[src/rtl/uart_tx_fifo_gen2_if.sv]
// Write-side bus of the UART transmitter FIFO: push/flush/clear requests in,
// occupancy and status flags out.
interface uart_tx_fifo_gen2_if #(
    parameter int unsigned FIFO_DEPTH = 16,
    parameter int unsigned DATA_WIDTH = 8
);
    localparam int unsigned LvlW = $clog2(FIFO_DEPTH + 1);

    logic                  wren_i;
    logic [DATA_WIDTH-1:0] wr_data_i;
    logic                  flush_i;
    logic                  ovf_clr_i;
    logic                  full_o;
    logic                  empty_o;
    logic [LvlW-1:0]       level_o;
    logic                  overflow_o;

    modport master (
        output wren_i, wr_data_i, flush_i, ovf_clr_i,
        input  full_o, empty_o, level_o, overflow_o
    );

    modport slave (
        input  wren_i, wr_data_i, flush_i, ovf_clr_i,
        output full_o, empty_o, level_o, overflow_o
    );
endinterface

[src/rtl/uart_tx_fifo_gen2.sv]
// UART transmitter with a character FIFO: 5..8 data bits, optional parity,
// 1 or 2 stop bits, back-to-back frames paced by an external baud tick.
module uart_tx_fifo_gen2 #(
    parameter int unsigned FIFO_DEPTH = 16,
    parameter int unsigned DATA_WIDTH = 8
) (
    input  logic       clk_i,
    input  logic       rstn_i,
    input  logic       baud_tick_i,
    input  logic       tx_en_i,
    input  logic [1:0] char_len_i,
    input  logic       parity_en_i,
    input  logic       parity_odd_i,
    input  logic       stop2_i,
    output logic       tx_o,
    output logic       busy_o,
    uart_tx_fifo_gen2_if.slave fifo_if
);
    localparam int unsigned PtrW   = $clog2(FIFO_DEPTH);
    localparam int unsigned LvlW   = $clog2(FIFO_DEPTH + 1);
    localparam logic [3:0]  MaxLen = (DATA_WIDTH > 8) ? 4'd8 : 4'(DATA_WIDTH);

    typedef enum logic [2:0] {StIdle, StStart, StData, StParity, StStop} state_e;

    logic [DATA_WIDTH-1:0] mem_q [FIFO_DEPTH];
    logic [PtrW-1:0]       wr_ptr_q, wr_ptr_d, rd_ptr_q, rd_ptr_d;
    logic [LvlW-1:0]       level_q, level_d;
    logic                  full_q, empty_q, ovf_q, ovf_d;
    logic                  push, pop, ovf_set, frame_done;

    state_e                state_q, state_d;
    logic [DATA_WIDTH-1:0] shift_q, shift_d;
    logic [3:0]            len_q, len_d, cnt_q, cnt_d, len_sel;
    logic                  par_en_q, par_en_d, par_odd_q, par_odd_d, stop2_q, stop2_d;
    logic                  par_acc_q, par_acc_d, stop_cnt_q, stop_cnt_d, tx_q, tx_d;

    function automatic logic [PtrW-1:0] ptr_inc(input logic [PtrW-1:0] p);
        return (p == PtrW'(FIFO_DEPTH - 1)) ? '0 : p + 1'b1;
    endfunction

    always_comb begin
        len_sel = 4'd5 + {2'b00, char_len_i};
        if (len_sel > MaxLen) len_sel = MaxLen;
    end

    // A frame may start from idle or directly off the last stop-bit tick.
    assign frame_done = (state_q == StStop) && (!stop2_q || stop_cnt_q);
    assign pop     = baud_tick_i && tx_en_i && !empty_q && !fifo_if.flush_i &&
                     ((state_q == StIdle) || frame_done);
    assign push    = fifo_if.wren_i && !fifo_if.flush_i && (!full_q || pop);
    assign ovf_set = fifo_if.wren_i && !fifo_if.flush_i && full_q && !pop;

    always_comb begin
        wr_ptr_d = wr_ptr_q;
        rd_ptr_d = rd_ptr_q;
        level_d  = level_q;
        ovf_d    = ovf_set || (ovf_q && !fifo_if.ovf_clr_i);
        if (fifo_if.flush_i) begin
            wr_ptr_d = '0;
            rd_ptr_d = '0;
            level_d  = '0;
        end else begin
            if (push) wr_ptr_d = ptr_inc(wr_ptr_q);
            if (pop)  rd_ptr_d = ptr_inc(rd_ptr_q);
            level_d = level_q + LvlW'(push) - LvlW'(pop);
        end
    end

    always_ff @(posedge clk_i) begin
        if (!rstn_i) begin
            wr_ptr_q <= '0;
            rd_ptr_q <= '0;
            level_q  <= '0;
            full_q   <= 1'b0;
            empty_q  <= 1'b1;
            ovf_q    <= 1'b0;
        end else begin
            wr_ptr_q <= wr_ptr_d;
            rd_ptr_q <= rd_ptr_d;
            level_q  <= level_d;
            full_q   <= (level_d == LvlW'(FIFO_DEPTH));
            empty_q  <= (level_d == '0);
            ovf_q    <= ovf_d;
        end
    end

    always_ff @(posedge clk_i) begin
        if (push) mem_q[wr_ptr_q] <= fifo_if.wr_data_i;
    end

    always_comb begin
        state_d    = state_q;
        shift_d    = shift_q;
        len_d      = len_q;
        cnt_d      = cnt_q;
        par_en_d   = par_en_q;
        par_odd_d  = par_odd_q;
        stop2_d    = stop2_q;
        par_acc_d  = par_acc_q;
        stop_cnt_d = stop_cnt_q;
        tx_d       = tx_q;
        if (baud_tick_i) begin
            unique case (state_q)
                StIdle: ;
                StStart: begin
                    state_d   = StData;
                    tx_d      = shift_q[0];
                    par_acc_d = shift_q[0];
                    shift_d   = shift_q >> 1;
                    cnt_d     = 4'd1;
                end
                StData: begin
                    if (cnt_q == len_q) begin
                        if (par_en_q) begin
                            state_d = StParity;
                            tx_d    = par_acc_q ^ par_odd_q;
                        end else begin
                            state_d    = StStop;
                            tx_d       = 1'b1;
                            stop_cnt_d = 1'b0;
                        end
                    end else begin
                        tx_d      = shift_q[0];
                        par_acc_d = par_acc_q ^ shift_q[0];
                        shift_d   = shift_q >> 1;
                        cnt_d     = cnt_q + 4'd1;
                    end
                end
                StParity: begin
                    state_d    = StStop;
                    tx_d       = 1'b1;
                    stop_cnt_d = 1'b0;
                end
                StStop: begin
                    if (frame_done) begin
                        state_d = StIdle;
                        tx_d    = 1'b1;
                    end else begin
                        stop_cnt_d = 1'b1;
                    end
                end
                default: state_d = StIdle;
            endcase
        end
        // Loading a new character overrides the idle/stop transition above.
        if (pop) begin
            state_d   = StStart;
            tx_d      = 1'b0;
            shift_d   = mem_q[rd_ptr_q];
            len_d     = len_sel;
            cnt_d     = 4'd0;
            par_en_d  = parity_en_i;
            par_odd_d = parity_odd_i;
            stop2_d   = stop2_i;
            par_acc_d = 1'b0;
        end
    end

    always_ff @(posedge clk_i) begin
        if (!rstn_i) begin
            state_q    <= StIdle;
            shift_q    <= '0;
            len_q      <= '0;
            cnt_q      <= '0;
            par_en_q   <= 1'b0;
            par_odd_q  <= 1'b0;
            stop2_q    <= 1'b0;
            par_acc_q  <= 1'b0;
            stop_cnt_q <= 1'b0;
            tx_q       <= 1'b1;
        end else begin
            state_q    <= state_d;
            shift_q    <= shift_d;
            len_q      <= len_d;
            cnt_q      <= cnt_d;
            par_en_q   <= par_en_d;
            par_odd_q  <= par_odd_d;
            stop2_q    <= stop2_d;
            par_acc_q  <= par_acc_d;
            stop_cnt_q <= stop_cnt_d;
            tx_q       <= tx_d;
        end
    end

    assign tx_o               = tx_q;
    assign busy_o             = (state_q != StIdle);
    assign fifo_if.full_o     = full_q;
    assign fifo_if.empty_o    = empty_q;
    assign fifo_if.level_o    = level_q;
    assign fifo_if.overflow_o = ovf_q;
endmodule

[src/flat_wrapper.sv]
// flat-port wrapper written by rule: the top's interface ports become plain ports
module uart_tx_fifo_gen2_flat 
#(
    parameter int unsigned FIFO_DEPTH = 16,
    parameter int unsigned DATA_WIDTH = 8
)
  (clk_i, rstn_i, baud_tick_i, tx_en_i, char_len_i, parity_en_i, parity_odd_i, stop2_i, tx_o, busy_o, fifo_if_wren_i, fifo_if_wr_data_i, fifo_if_flush_i, fifo_if_ovf_clr_i, fifo_if_full_o, fifo_if_empty_o, fifo_if_level_o, fifo_if_overflow_o);
  uart_tx_fifo_gen2_if #(.FIFO_DEPTH(FIFO_DEPTH), .DATA_WIDTH(DATA_WIDTH)) fifo_if_i ();
  input  logic clk_i;
  input  logic rstn_i;
  input  logic baud_tick_i;
  input  logic tx_en_i;
  input  logic [1:0] char_len_i;
  input  logic parity_en_i;
  input  logic parity_odd_i;
  input  logic stop2_i;
  output logic tx_o;
  output logic busy_o;
  input wire logic [$bits(fifo_if_i.wren_i)-1:0] fifo_if_wren_i;
  input wire logic [$bits(fifo_if_i.wr_data_i)-1:0] fifo_if_wr_data_i;
  input wire logic [$bits(fifo_if_i.flush_i)-1:0] fifo_if_flush_i;
  input wire logic [$bits(fifo_if_i.ovf_clr_i)-1:0] fifo_if_ovf_clr_i;
  output wire logic [$bits(fifo_if_i.full_o)-1:0] fifo_if_full_o;
  output wire logic [$bits(fifo_if_i.empty_o)-1:0] fifo_if_empty_o;
  output wire logic [$bits(fifo_if_i.level_o)-1:0] fifo_if_level_o;
  output wire logic [$bits(fifo_if_i.overflow_o)-1:0] fifo_if_overflow_o;
  assign fifo_if_i.wren_i = fifo_if_wren_i;
  assign fifo_if_i.wr_data_i = fifo_if_wr_data_i;
  assign fifo_if_i.flush_i = fifo_if_flush_i;
  assign fifo_if_i.ovf_clr_i = fifo_if_ovf_clr_i;
  assign fifo_if_full_o = fifo_if_i.full_o;
  assign fifo_if_empty_o = fifo_if_i.empty_o;
  assign fifo_if_level_o = fifo_if_i.level_o;
  assign fifo_if_overflow_o = fifo_if_i.overflow_o;
  uart_tx_fifo_gen2 #(.FIFO_DEPTH(FIFO_DEPTH), .DATA_WIDTH(DATA_WIDTH)) u_core (.clk_i(clk_i), .rstn_i(rstn_i), .baud_tick_i(baud_tick_i), .tx_en_i(tx_en_i), .char_len_i(char_len_i), .parity_en_i(parity_en_i), .parity_odd_i(parity_odd_i), .stop2_i(stop2_i), .tx_o(tx_o), .busy_o(busy_o), .fifo_if(fifo_if_i));
endmodule
[config.mk]
export PLATFORM = sky130hd
export DESIGN_NAME = uart_tx_fifo_gen2_flat
export DESIGN_NICKNAME = d
export VERILOG_FILES = /design/src/rtl/uart_tx_fifo_gen2_if.sv /design/src/rtl/uart_tx_fifo_gen2.sv /design/src/flat_wrapper.sv
export SDC_FILE = /design/constraint.sdc
export NUM_CORES = 1
export LEC_CHECK = 0
export ABC_AREA = 1
export BUFFER_PORTS_ARGS = -buffer_cell sky130_fd_sc_hd__buf_4
export CELL_PAD_IN_SITES_DETAIL_PLACEMENT = 1
export CELL_PAD_IN_SITES_GLOBAL_PLACEMENT = 1
export CORE_ASPECT_RATIO = 0.5
export CORE_MARGIN = 5
export CORE_UTILIZATION = 35
export DETAILED_ROUTE_END_ITERATION = 8
export HOLD_SLACK_MARGIN = 0.08
export PLACE_DENSITY = 0.6
export SYNTH_ARGS = -nofsm -noshare
export SYNTH_HDL_FRONTEND = slang
export SYNTH_SLANG_ARGS = --single-unit
[constraint.sdc]
create_clock -name clk_i -period 2.5 [get_ports clk_i]
set_input_delay 0.5 -clock clk_i [delete_from_list [all_inputs] [get_ports clk_i]]
set_output_delay 0.5 -clock clk_i [all_outputs]
set_load 0.1 [all_outputs]
[Word level (Yosys, flattened, before mapping)]
Memory sizes are Yosys's and may differ from the RTL's. A register that Yosys moved wholly into a read port is not among the register bits.
Index checks and enable logic that the tools add are counted.
Word-level totals
  ROM bits: 0
  RAM bits: 128
  memories: 1
  bits in latches: 0
  register bits after elaboration: 41
Operators by class
  add/subtract/negate cells: 6
  reductions and logical operators: 36
  bitwise gates (word level): 4
  divide/modulo/power cells: 0
  $lt $le $gt $ge: 1
  eq/ne operators: 17
  multiply operators: 0
  shifts and indexed selects: 0
  muxes and demuxes: 32
Memory list
  u_core.mem_q: depth 16, bits a word 8, read ports 1, clocked after memory_dff 1, write ports 1, line uart_tx_fifo_gen2.sv:25  | logic [DATA_WIDTH-1:0] mem_q [FIFO_DEPTH];
Operators by type and width (number)
  2-to-1 mux 4 bit: 6
  2-to-1 mux 8 bit: 3
  one-hot mux 8 bit (2 select lines): 1
  one-hot mux 3 bit (5 select lines): 1
  2-to-1 mux 1 bit: 13
  adder 4 x 1 -> 4 bit (second input constant): 3
  logical AND 1 bit: 10
  2-to-1 mux 3 bit: 3
  AND reduction 3 bit: 3
  nonzero test 3 bit: 3
  == test 4 bit (second input constant): 2
  one-hot mux 4 bit (2 select lines): 1
  AND reduction 4 bit: 2
  == test 3 x 2 -> 1 bit (second input constant): 2
  logical NOT 1 bit: 6
  inequality test 2 x 1 -> 1 bit (second input constant): 3
  inequality test 2 bit (second input constant): 3
  inequality test 3 x 1 -> 1 bit (second input constant): 2
  adder 5 x 1 -> 5 bit: 1
  == test 5 bit (second input constant): 1
  logical NOT 5 bit: 1
  2-to-1 mux 5 bit: 1
  AND reduction 5 bit: 1
  nonzero test 5 bit: 1
  16 further kinds: 23

[Depth between registers and ports, before layout]
Gate-level depths: netlist of run 1.
  word-level depth: 11
  mapped depth: 19

[Worst setup path after synthesis of run 1]
No wires, ideal clock.
  kind: reg-to-reg
  start point: register u_core.empty_q (netlist: u_core.fifo_if.empty_o)
  end point: register u_core.empty_q (netlist: u_core.fifo_if.empty_o)
  slack: -506 ps
  arrival: 2886 ps
  cell stages (with the launch flop): 18
  period minus slack after synthesis: 3006 ps
  buffers on the path: 2
  cell sequence: dfxtp_1 > nor3_2 > nand2_1 > buf_6 > inv_6 > buf_6 > ha_1 > inv_1 > ha_1 > inv_1 > fa_1 > inv_1 > nand2_1 > nand2_1 > a21oi_1 > xor2_1 > nor2_1 > a21oi_1
On the way
  cells in the longest elaborated chain, start to end: 10
RTL lines
  start: declaration: line uart_tx_fifo_gen2.sv:28  | logic full_q, empty_q, ovf_q, ovf_d;
  start signal: assignment: line uart_tx_fifo_gen2.sv:82  | empty_q <= (level_d == '0);
  logical NOT 1 bit (*): line uart_tx_fifo_gen2.sv:48  | assign pop = baud_tick_i && tx_en_i && !empty_q && !fifo_if.flush_i &&
  logical AND 1 bit (*) (3 in series): line uart_tx_fifo_gen2.sv:48
  logical OR 1 bit: line uart_tx_fifo_gen2.sv:50  | assign push = fifo_if.wren_i && !fifo_if.flush_i && (!full_q || pop);
  logical AND 1 bit: line uart_tx_fifo_gen2.sv:50
  adder 5 x 1 -> 5 bit: line uart_tx_fifo_gen2.sv:65  | level_d = level_q + LvlW'(push) - LvlW'(pop);
  subtractor 5 x 1 -> 5 bit (*): line uart_tx_fifo_gen2.sv:65
  2-to-1 mux 5 bit (*): line uart_tx_fifo_gen2.sv:58  | if (fifo_if.flush_i) begin
  logical NOT 5 bit (*): line uart_tx_fifo_gen2.sv:82
Mark *: on every way between the ends. The rest lies on a longest branch, timed or not.
A chain may end at the register's enable or synchronous reset.

[Final worst setup path of run 1]
  start point: register u_core.state_q[1]
  end point: register u_core.empty_q (netlist: u_core.fifo_if.empty_o)
On the way
  cells in the longest elaborated chain, start to end: 10
  elaborated cells on any way between the ends: 11
RTL lines
  start: declaration: line uart_tx_fifo_gen2.sv:31  | state_e state_q, state_d;
  start signal: assignment: line uart_tx_fifo_gen2.sv:161  | state_q <= StIdle;
  start signal: assignment: line uart_tx_fifo_gen2.sv:172  | state_q <= state_d;
  == test 3 bit: line uart_tx_fifo_gen2.sv:47  | assign frame_done = (state_q == StStop) && (!stop2_q || stop_cnt_q);
  logical AND 1 bit: line uart_tx_fifo_gen2.sv:47
  logical OR 1 bit (*): line uart_tx_fifo_gen2.sv:49  | ((state_q == StIdle) || frame_done);
  logical AND 1 bit (*): line uart_tx_fifo_gen2.sv:48
  logical OR 1 bit: line uart_tx_fifo_gen2.sv:50
  logical AND 1 bit: line uart_tx_fifo_gen2.sv:50
  adder 5 x 1 -> 5 bit: line uart_tx_fifo_gen2.sv:65
  subtractor 5 x 1 -> 5 bit (*): line uart_tx_fifo_gen2.sv:65
  2-to-1 mux 5 bit (*): line uart_tx_fifo_gen2.sv:58
  logical NOT 5 bit (*): line uart_tx_fifo_gen2.sv:82
Marked as above.

==> flow_summary.json, run 1 <==
{
  "run_status": "completed",
  "worstSetupPathType": "reg -> reg",
  "cp.buffers_inverters": 5,
  "critPathCaptureType": "register",
  "period_minus_slack_ps": 2296,
  "postSynth.asyncResetShare_pct": 0,
  "worst_slew_pin_slew_ps": 730.6,
  "die_w_um": 221.9,
  "synthTopCellsByCount": "sky130_fd_sc_hd__nand2_1, sky130_fd_sc_hd__edfxtp_1, sky130_fd_sc_hd__inv_1",
  "setup-tns-final_ps": 0,
  "route.detailed.vias_per_inst": 4.785,
  "ioPinCount": 30,
  "synth_top_cell_by_area": "sky130_fd_sc_hd__edfxtp_1",
  "setup_viol": 0,
  "worst_ep_required_time_ps": 2830,
  "p_sw_mw": 1.527,
  "route.vias.total": 5666,
  "synth_simple_gate_area_share_pct": 23.85,
  "power_switching_share_pct": 25.19,
  "clockBufferDepth": 2,
  "clock_transition_at_path_regs_ps": 80,
  "post_dr_wirelength_cell_um": 17.05,
  "synth_top_cell_area_share_pct": 48.91,
  "cts_root_buffer": "sky130_fd_sc_hd__clkbuf_16",
  "synthMostInstantiatedCell": "sky130_fd_sc_hd__nand2_1",
  "fraction_of_synthesized_cell_area_in_xor_and_xnor_cells_pct": 1.003,
  "power_per_cell_area_nw_per_um2": 665.3,
  "hold_violations": 0,
  "synthesis.nets": 860,
  "area.growth.synth_to_final_pct": 15.95,
  "ctsHtreeMaxLevel": 4,
  "synth.yosys.warnings": 0,
  "cts_tree": "yes",
  "final_cell_area_um2": 9112,
  "max_clock_freq_mhz": 435.6,
  "cts_setup_buffers": 0,
  "ys_top_cells_by_area": "sky130_fd_sc_hd__edfxtp_1, sky130_fd_sc_hd__dfxtp_1, sky130_fd_sc_hd__nand2_1",
  "cpLargestDelayFamily": "adder cells",
  "max_cap_check_violation_count": 0,
  "remaining_drc_errors": 0,
  "clk_latency_ps": 440,
  "dp_hpwl_um": 13300,
  "worst_min_path_class": "in -> reg",
  "clock_sink_count": 173,
  "clkPwrFrac_pct": 42.6,
  "dp_worst_setup_slack_ps": -60.26,
  "slew_headroom_pct": 51.22,
  "setup_slack_ps": 204.2,
  "drt_first_iter_violations": 337,
  "worst_r2r_path_depth": 17,
  "postSynthCellCount": 826,
  "worst_hold_path.num_cells": 2,
  "floorplan_core_area_um2": 21870,
  "power.static_leakage_nw": 3.714,
  "totalPowerFinal_mw": 6.063,
  "track_usage_pct": 16.34,
  "largest_net_degree_at_the_start_of_global_routing": 68,
  "drtPass1Iterations": 4,
  "crit_path_max_incr_delay_ps": 340,
  "initial_core_util_pct": 35.93,
  "std_cell_rows": 38,
  "cp_slowest_cell": "sky130_fd_sc_hd__fa_2",
  "detail-route-antenna-nets": 0,
  "synth-seq-area-share_pct": 60.37,
  "start_kind": "register",
  "synth-compound-area-share_pct": 3.710,
  "layout_worst_path_cycle_share_pct": 91.83,
  "grt_pass1_vias": 5961,
  "final.setup_skew_ps": 14.14,
  "antennaDiodeCount": 0,
  "die_area_um2": 25730,
  "cp_common_cell": "sky130_fd_sc_hd__inv_2",
  "synthMuxAreaShare_pct": 0,
  "die_height_um": 116.0,
  "cts-buffers-inserted": 17,
  "num-nets-final": 905,
  "synth_seq_cells": 173,
  "whs_ps": 266.1,
  "final_layout_size_suffix_gt1_share_pct": 14.82,
  "peakVddDrop_uv": 468.0,
  "gr-total-overflow": 0,
  "antenna_violations_before_repair": 0,
  "syn-cell-area_um2": 7859,
  "grt_first_pass_wirelength_um": 32680,
  "timing_max_transition_violations_final": 0,
  "detail_route.wirelength_um": 20190,
  "synth_flop_cell": "sky130_fd_sc_hd__edfxtp_1",
  "finalWeightedCongestion": 0.7402,
  "placed_cell_area_um2": 8534,
  "post_synth_num_cell_types": 41,
  "synth_edf_count": 128,
  "critical_path_cell_count": 17,
  "internal_power_mw": 4.536,
  "synth_top_family_by_area": "simple AND/OR/NAND/NOR gates",
  "worst_ep_arrival_time_ps": 2620,
  "rsz_0062_raised_after_global_routing": "no",
  "crit_fanout": 5,
  "timing.critical_path.cells": "inv_4 > nand2_2 > a21oi_2 > nand2_2 > inv_6 > ha_4 > inv_2 > ha_4 > inv_2 > fa_2 > inv_2 > nand2_1 > nand2_1 > a21oi_2 > xor2_1 > nor2_1 > a21oi_1",
  "filler_cell_count": 2529,
  "yosys.area_share.adder_pct": 2.324,
  "seqPwrFrac_pct": 51.5,
  "number_of_buffers_added_on_ports": 29,
  "p_comb_share_pct": 6.0,
  "syn_area_per_cell_um2": 9.514
}
## worst reg2reg max path: stages, from the launching register on
cell and delay [ps]:
sky130_fd_sc_hd__dfxtp_1 330, sky130_fd_sc_hd__inv_4 110, sky130_fd_sc_hd__nand2_2 90, sky130_fd_sc_hd__a21oi_2 120
sky130_fd_sc_hd__nand2_2 120, sky130_fd_sc_hd__inv_6 80, sky130_fd_sc_hd__ha_4 190, sky130_fd_sc_hd__inv_2 60
sky130_fd_sc_hd__ha_4 130, sky130_fd_sc_hd__inv_2 40, sky130_fd_sc_hd__fa_2 340, sky130_fd_sc_hd__inv_2 70
sky130_fd_sc_hd__nand2_1 50, sky130_fd_sc_hd__nand2_1 80, sky130_fd_sc_hd__a21oi_2 50, sky130_fd_sc_hd__xor2_1 150
sky130_fd_sc_hd__nor2_1 150, sky130_fd_sc_hd__a21oi_1 50
## routing by layer
layer / global-route usage, % / vias up / routed length, um / share of wire (%)
met4: 3.570 / 0 / 162 / 0.80
met3: 2.987 / 12 / 696 / 3.4
met5: 0 / - / 0 / 0
met2: 27.90 / 82 / 9637 / 48
met1: 22.12 / 2784 / 9694 / 48
li1: - / 2788 / - / -
## placed cells by master (no fill, tap or decap), types with 6 or more instances in the layout
| cell | instances |
|---|---|
| sky130_fd_sc_hd__nand2_2 | 6 |
| sky130_fd_sc_hd__o21ai_1 | 6 |
| sky130_fd_sc_hd__ha_1 | 11 |
| sky130_fd_sc_hd__a21oi_1 | 17 |
| sky130_fd_sc_hd__nand3_1 | 103 |
| sky130_fd_sc_hd__nand4_1 | 12 |
| sky130_fd_sc_hd__o21ai_0 | 17 |
| sky130_fd_sc_hd__nand2_1 | 222 |
| sky130_fd_sc_hd__edfxtp_1 | 128 |
| sky130_fd_sc_hd__nor2_1 | 59 |
| sky130_fd_sc_hd__buf_4 | 57 |
| sky130_fd_sc_hd__clkbuf_16 | 17 |
| sky130_fd_sc_hd__xor2_1 | 6 |
| sky130_fd_sc_hd__inv_2 | 9 |
| sky130_fd_sc_hd__dfxtp_1 | 43 |
| sky130_fd_sc_hd__inv_1 | 111 |
## what timing repair did
action	4_1_cts	5_1_grt
hold buffers	0	0
endpoints found under the setup margin	0	2
gates resized for setup	0	3
endpoints found under the hold margin	0	0
## power groups by stage
stage	registers, mW	clock network (mW)	logic [mW]
floorplan	3.25	0	0.164
global route	3.12	2.81	0.398
detailed placement	3.18	0	0.366
global placement	3.18	0	0.361
CTS	3.12	2.65	0.367
finish	3.12	2.58	0.363
## worst paths after layout
kind	startpoint	endpoint	slack, ps
setup / recovery	u_core.state_q[1]	u_core.fifo_if.empty_o	200
hold / removal	char_len_i[0]	u_core.len_q[0]	270
setup reg to reg	u_core.state_q[1]	u_core.fifo_if.empty_o	200
hold reg to reg	u_core.stop_cnt_q	u_core.stop_cnt_q	450
## registers in the layout, summed over array words and instances, names as in the netlist, named ones only
register,count
u_core.mem_q,128
u_core.shift_q,8
u_core.fifo_if.level_o,5
u_core.cnt_q,4
u_core.len_q,4
u_core.rd_ptr_q,4
u_core.wr_ptr_q,4
u_core.state_q,3
u_core.fifo_if.empty_o,1
u_core.fifo_if.full_o,1
u_core.fifo_if.overflow_o,1
u_core.par_acc_q,1
u_core.par_en_q,1
u_core.par_odd_q,1
u_core.stop2_q,1
u_core.stop_cnt_q,1
u_core.tx_o,1
## final cells by class
type	count	area (um2)	area share, %
inverters	124	475.5	5.218
repair buffers	59	467.9	5.135
flip-flops and latches	173	4750	52.12
multi-input cells	496	2475	27.16
clock inverters	14	140.1	1.538
clock buffers	18	429.2	4.710
well taps	300	375.4	4.119
## per-stage QoR
step / utilization, % / instances
detailed placement: 39.02 / 1152
global route: 41.66 / 1184
finish: 41.66 / 1184
CTS: 41.62 / 1184
floorplan: - / 826
global placement: 39.02 / 1152
## cells by family (layout without fill, tap and decap cells)
| family | count (synthesis) | count (layout) |
|---|---|---|
| and+or+nand+nor | 421 | 421 |
| DFF | 173 | 173 |
| adders and majority gates | 14 | 14 |
| buffers and inverters | 157 | 215 |
| AOI/OAI and AO/OA | 52 | 52 |
| xor gates and xnor gates | 9 | 9 |
Power figures use the tool's default switching activity.
==> run 2, diff against run 1 <==
Settings changed: RECOVER_POWER set to 100.
==> run 2 against run 1 <==
  * Setup slack worse by 2.9 ps
  * Hold slack improved by 2.2 ps
  * Sequential power barely moved
  * Critical path depth unchanged
  * Core utilization shrank 0.73 points
  * Global-route usage unchanged
  * Clock-buffer cell count stayed put
  * Routed wire length down 0.30%
  * Critical path type unchanged
==> flow_summary.json, run 2 (synthesized netlist as in run 1, its figures left out) <==
{
  "timing_max_transition_violations_final": 0,
  "final_layout_size_suffix_gt1_share_pct": 11.76,
  "cp_slowest_cell": "sky130_fd_sc_hd__fa_2",
  "filler_cell_count": 2551,
  "r2r_start": "u_core.state_q[1]",
  "critical_path_cell_count": 17,
  "clock_sink_count": 173,
  "worstSetupPathType": "reg -> reg",
  "timing.critical_path.cells": "inv_4 > nand2_2 > a21oi_2 > nand2_2 > inv_6 > ha_4 > inv_2 > ha_4 > inv_2 > fa_2 > inv_2 > nand2_1 > nand2_1 > a21oi_1 > xor2_1 > nor2_1 > a21oi_1",
  "postLayoutCoreUtil_pct": 40.94,
  "die_area_um2": 25730,
  "power_per_cell_area_nw_per_um2": 675.0,
  "worst_r2r_path_depth": 17,
  "layout_worst_path_cycle_share_pct": 91.95,
  "clk_latency_ps": 440,
  "num-nets-final": 905,
  "clkPwrFrac_pct": 42.8,
  "peakVddDrop_uv": 466.6,
  "cts_setup_buffers": 0,
  "std_cell_rows": 38,
  "start_kind": "register",
  "setup-tns-final_ps": 0,
  "final.setup_skew_ps": 14.79,
  "cpLargestDelayFamily": "adder cells",
  "antenna_violations_before_repair": 0,
  "period_minus_slack_ps": 2299,
  "finalWeightedCongestion": 0.7402,
  "cts_tree": "yes",
  "grt_first_pass_wirelength_um": 32680,
  "worst_ep_arrival_time_ps": 2620,
  "die_height_um": 116.0,
  "largest_net_degree_at_the_start_of_global_routing": 68,
  "p_comb_share_pct": 5.6,
  "dp_hpwl_um": 13300,
  "worst_min_path_class": "in -> reg",
  "max_cap_check_violation_count": 0,
  "crit_fanout": 5,
  "cp.buffers_inverters": 5,
  "seqPwrFrac_pct": 51.6,
  "hold_violations": 0,
  "die_w_um": 221.9,
  "ctsHtreeMaxLevel": 4,
  "floorplan_core_area_um2": 21870,
  "internal_power_mw": 4.518,
  "clockBufferDepth": 2,
  "ioPinCount": 30,
  "crit_path_max_incr_delay_ps": 340,
  "ff2ff_setup_slack_ps": 200,
  "remaining_drc_errors": 0,
  "power_switching_share_pct": 25.25,
  "cts_root_buffer": "sky130_fd_sc_hd__clkbuf_16",
  "final_cell_area_um2": 8954,
  "mostFrequentLayoutCell": "sky130_fd_sc_hd__nand2_1",
  "clock_transition_at_path_regs_ps": 80,
  "antennaDiodeCount": 0,
  "drtPass1Iterations": 4,
  "rsz_0062_raised_after_global_routing": "no",
  "area.growth.synth_to_final_pct": 13.93,
  "startpoint": "u_core.state_q[1]",
  "cp_common_cell": "sky130_fd_sc_hd__inv_2",
  "totalPowerFinal_mw": 6.043,
  "p_sw_mw": 1.526,
  "layout.cells.most_common_list": "sky130_fd_sc_hd__nand2_1, sky130_fd_sc_hd__edfxtp_1, sky130_fd_sc_hd__inv_1",
  "detail-route-antenna-nets": 0,
  "grt_pass1_vias": 5961,
  "track_usage_pct": 16.34,
  "post_dr_wirelength_cell_um": 17.00,
  "detail_route.wirelength_um": 20130,
  "worst_slew_pin_slew_ps": 1175,
  "power.static_leakage_nw": 3.627,
  "gr-total-overflow": 0,
  "rr_endpoint": "u_core.fifo_if.empty_o",
  "max_clock_freq_mhz": 435.0,
  "route.vias.total": 5637,
  "worst_ep_required_time_ps": 2830,
  "endpoint": "u_core.fifo_if.empty_o",
  "number_of_buffers_added_on_ports": 29,
  "run_status": "completed",
  "placed_cell_area_um2": 8534,
  "cts_hold_buffers": 0,
  "cts-buffers-inserted": 17,
  "largest_reg_flops": 128,
  "register_bank_with_the_most_flops": "u_core.mem_q",
  "route.detailed.vias_per_inst": 4.761,
  "slew_headroom_pct": 22.01,
  "setup_viol": 0,
  "critPathCaptureType": "register",
  "initial_core_util_pct": 35.93,
  "drt_first_iter_violations": 350
}
[run 2: cell type report]
| class | count | area (um2) | share of cell area (%) |
|---|---|---|---|
| clock buffer | 18 | 429.2 | 4.793 |
| timing repair buffer | 59 | 350.3 | 3.913 |
| sequential | 173 | 4750 | 53.05 |
| inverter | 124 | 475.5 | 5.310 |
| clock inverter | 14 | 140.1 | 1.565 |
| tap | 300 | 375.4 | 4.192 |
| multi-input combinational | 496 | 2434 | 27.18 |
[run 2: what timing repair did]
item | 4_1_cts | 5_1_grt
resized for setup | 0 | 3
setup endpoints to repair | 0 | 2
endpoints found under the hold margin | 0 | 0
[run 2: layer usage]
metal / global-route usage [%] / wire length [um]
met1: 22.12 / 9578
met2: 27.90 / 9606
met3: 2.987 / 769
met4: 3.570 / 175
met5: 0 / 0
[run 2: how the worst min path moves through the flow]
stage	from	endpoint	slack, ps	depth (start not counted)
CTS	char_len_i[0]	u_core.len_q[0]	250	2
finish	char_len_i[0]	u_core.len_q[0]	270	2
detailed placement	u_core.stop_cnt_q	u_core.stop_cnt_q	440	2
global route	char_len_i[0]	u_core.len_q[0]	250	2
floorplan	u_core.stop_cnt_q	u_core.stop_cnt_q	420	2
global placement	u_core.stop_cnt_q	u_core.stop_cnt_q	430	2
[run 2: power by group through the flow]
stage / logic, mW / registers, mW / clock network (mW)
detailed placement: 0.366 / 3.18 / 0
finish: 0.338 / 3.12 / 2.58
CTS: 0.367 / 3.12 / 2.65
global route: 0.375 / 3.12 / 2.81
global placement: 0.361 / 3.18 / 0
floorplan: 0.164 / 3.25 / 0
[run 2: worst register-to-register path, stage by stage, from the launching register on]
cell and delay (ps):
sky130_fd_sc_hd__dfxtp_1 330, sky130_fd_sc_hd__inv_4 100, sky130_fd_sc_hd__nand2_2 90, sky130_fd_sc_hd__a21oi_2 120, sky130_fd_sc_hd__nand2_2 120, sky130_fd_sc_hd__inv_6 80
sky130_fd_sc_hd__ha_4 190, sky130_fd_sc_hd__inv_2 60, sky130_fd_sc_hd__ha_4 130, sky130_fd_sc_hd__inv_2 40, sky130_fd_sc_hd__fa_2 340, sky130_fd_sc_hd__inv_2 70
sky130_fd_sc_hd__nand2_1 50, sky130_fd_sc_hd__nand2_1 70, sky130_fd_sc_hd__a21oi_1 70, sky130_fd_sc_hd__xor2_1 150, sky130_fd_sc_hd__nor2_1 150, sky130_fd_sc_hd__a21oi_1 50
[run 2: stage by stage]
stage	hold WS (ps)	std cells	worst slack (ps)
after detailed placement	443.6	1152	-60.26
after CTS	251.3	1184	83.18
after global routing	251.0	1184	17.82
after global placement	433.4	1152	-5.419
after floorplan	421.7	826	-94.94
final	268.3	1184	201.3
==> run 3, diff against run 2 <==
Settings changed: CORE_MARGIN 5 to unset.
==> run 3 against run 2 <==
  * Die area shrank 10%
  * Clock power decreased by 3%
  * Hold slack improved by 3.1 ps
  * Global-route usage increased by 1.7 points
  * Routed wire length fell by 1.7%
  * First-iteration DRC count decreased by 35%
  * Core utilization up 0.23 points
  * Power is 1.1% lower
  * Combinational power is 1% higher
  * Critical path type unchanged
  * Critical endpoint unchanged
  * Largest power group unchanged
==> flow_summary.json, run 3 (synthesized netlist as in run 1, its figures left out) <==
{
  "route.vias.total": 5632,
  "drt_first_iter_violations": 227,
  "worstSetupPathType": "reg -> reg",
  "power.static_leakage_nw": 3.634,
  "antennaDiodeCount": 0,
  "final_layout_size_suffix_gt1_share_pct": 12.36,
  "ioPinCount": 30,
  "area.growth.synth_to_final_pct": 14.33,
  "r2r_start": "u_core.state_q[1]",
  "slew_headroom_pct": 22.00,
  "track_usage_pct": 17.99,
  "num-nets-final": 911,
  "clockBufferDepth": 2,
  "worst_min_path_class": "in -> reg",
  "antenna_violations_before_repair": 0,
  "critPathCaptureType": "register",
  "clock_sink_count": 173,
  "timing.critical_path.cells": "inv_4 > nand2_1 > a21oi_2 > nand2_2 > inv_6 > ha_4 > inv_2 > ha_4 > inv_2 > fa_2 > inv_2 > nand2_1 > nand2_1 > a21oi_1 > xor2_1 > nor2_1 > a21oi_1",
  "ctsHtreeMaxLevel": 4,
  "cp_slowest_cell": "sky130_fd_sc_hd__fa_2",
  "cts_tree": "yes",
  "largest_net_degree_at_the_start_of_global_routing": 68,
  "std_cell_rows": 38,
  "hold_violations": 0,
  "worst_ep_required_time_ps": 2820,
  "final.setup_skew_ps": 13.26,
  "startpoint": "u_core.state_q[1]",
  "totalPowerFinal_mw": 5.977,
  "run_status": "completed",
  "largest_reg_flops": 128,
  "route.detailed.vias_per_inst": 4.733,
  "power_per_cell_area_nw_per_um2": 665.3,
  "number_of_buffers_added_on_ports": 29,
  "post_dr_wirelength_cell_um": 16.63,
  "min_from": "char_len_i[0]",
  "register_bank_with_the_most_flops": "u_core.mem_q",
  "final_cell_area_um2": 8985,
  "max_clock_freq_mhz": 440.6,
  "remaining_drc_errors": 0,
  "cts-buffers-inserted": 17,
  "die_w_um": 213.9,
  "whs_ps": 271.4,
  "mostFrequentLayoutCell": "sky130_fd_sc_hd__nand2_1",
  "start_kind": "register",
  "dp_worst_setup_slack_ps": -87.41,
  "die_height_um": 108.0,
  "worst_slew_pin_slew_ps": 1175,
  "drtPass1Iterations": 4,
  "detail_route.wirelength_um": 19790,
  "layout.cells.most_common_list": "sky130_fd_sc_hd__nand2_1, sky130_fd_sc_hd__edfxtp_1, sky130_fd_sc_hd__inv_1",
  "period_minus_slack_ps": 2270,
  "die_area_um2": 23090,
  "worst_ep_arrival_time_ps": 2590,
  "layout_worst_path_cycle_share_pct": 90.79,
  "setup_slack_ps": 230.4,
  "crit_fanout": 4,
  "initial_core_util_pct": 36.01,
  "floorplan_core_area_um2": 21820,
  "setup_viol": 0,
  "rr_endpoint": "u_core.fifo_if.empty_o",
  "max_cap_check_violation_count": 0,
  "grt_pass1_vias": 5720,
  "crit_path_max_incr_delay_ps": 350,
  "worst_r2r_path_depth": 17,
  "filler_cell_count": 2521,
  "clock_transition_at_path_regs_ps": 70,
  "timing_max_transition_violations_final": 0,
  "setup-tns-final_ps": 0,
  "rsz_0062_raised_after_global_routing": "no",
  "gr-total-overflow": 0,
  "placed_cell_area_um2": 8572,
  "peakVddDrop_uv": 528.2,
  "worst_hold_path.num_cells": 2,
  "finalWeightedCongestion": 0.8008,
  "hold-path-endpoint": "u_core.len_q[0]",
  "ff2ff_setup_slack_ps": 230,
  "dp_hpwl_um": 13100,
  "cts_root_buffer": "sky130_fd_sc_hd__clkbuf_16",
  "grt_first_pass_wirelength_um": 31220,
  "detail-route-antenna-nets": 0,
  "clk_latency_ps": 430
}
## run 3: through the flow
stage	std cells	util, %
floorplan	826	-
global placement	1157	39.28
detailed placement	1157	39.28
CTS	1189	41.79
global route	1190	41.17
finish	1190	41.17
## run 3: final cells by class
| class | count | area [um2] | area share (%) |
|---|---|---|---|
| inverters | 124 | 475.5 | 5.292 |
| multi-input cells | 496 | 2442 | 27.18 |
| clock inverters | 14 | 118.9 | 1.323 |
| repair buffers | 65 | 394.1 | 4.387 |
| clock buffers | 18 | 429.2 | 4.776 |
| well taps | 300 | 375.4 | 4.178 |
| flip-flops and latches | 173 | 4750 | 52.86 |
## run 3: what timing repair did
action | CTS | global route
gates resized for setup | 0 | 3
setup endpoints to repair | 0 | 3
hold buffers | 0 | 0
setup buffers | 0 | 1
## run 3: worst max path at each step
stage / to / slack (ps) / depth (start not counted)
after detailed placement: u_core.fifo_if.empty_o / -90 / 17
final: u_core.fifo_if.empty_o / 230 / 17
after floorplan: u_core.fifo_if.empty_o / -90 / 19
after global routing: u_core.mem_q[11][0] / 20 / 11
after CTS: u_core.fifo_if.empty_o / 50 / 17
after global placement: u_core.fifo_if.empty_o / 4 / 17
## run 3: layer usage
layer / global-route usage (%) / wire length (um)
met2: 29.59 / 9144
met1: 24.19 / 9791
met3: 3.601 / 709
met5: 0 / 0
met4: 5.242 / 148
## run 3: power breakdown
| group | internal, mW | switching, mW | total, mW |
|---|---|---|---|
| sequential | 3.11 | 0.0149 | 3.12 |
| clock | 1.37 | 1.14 | 2.51 |
| combinational | 0.0858 | 0.257 | 0.343 |
| total | 4.56 | 1.42 | 5.98 |
## run 3: worst max-delay path, delay by kind of cell (launching register included)
kind | cells | cell delay [ps]
AOI/OAI and AO/OA | 3 | 240
xor gates and xnor gates | 1 | 150
adders and majority gates | 3 | 660
buffers and inverters | 5 | 320
DFF | 1 | 330
and+or+nand+nor | 5 | 460
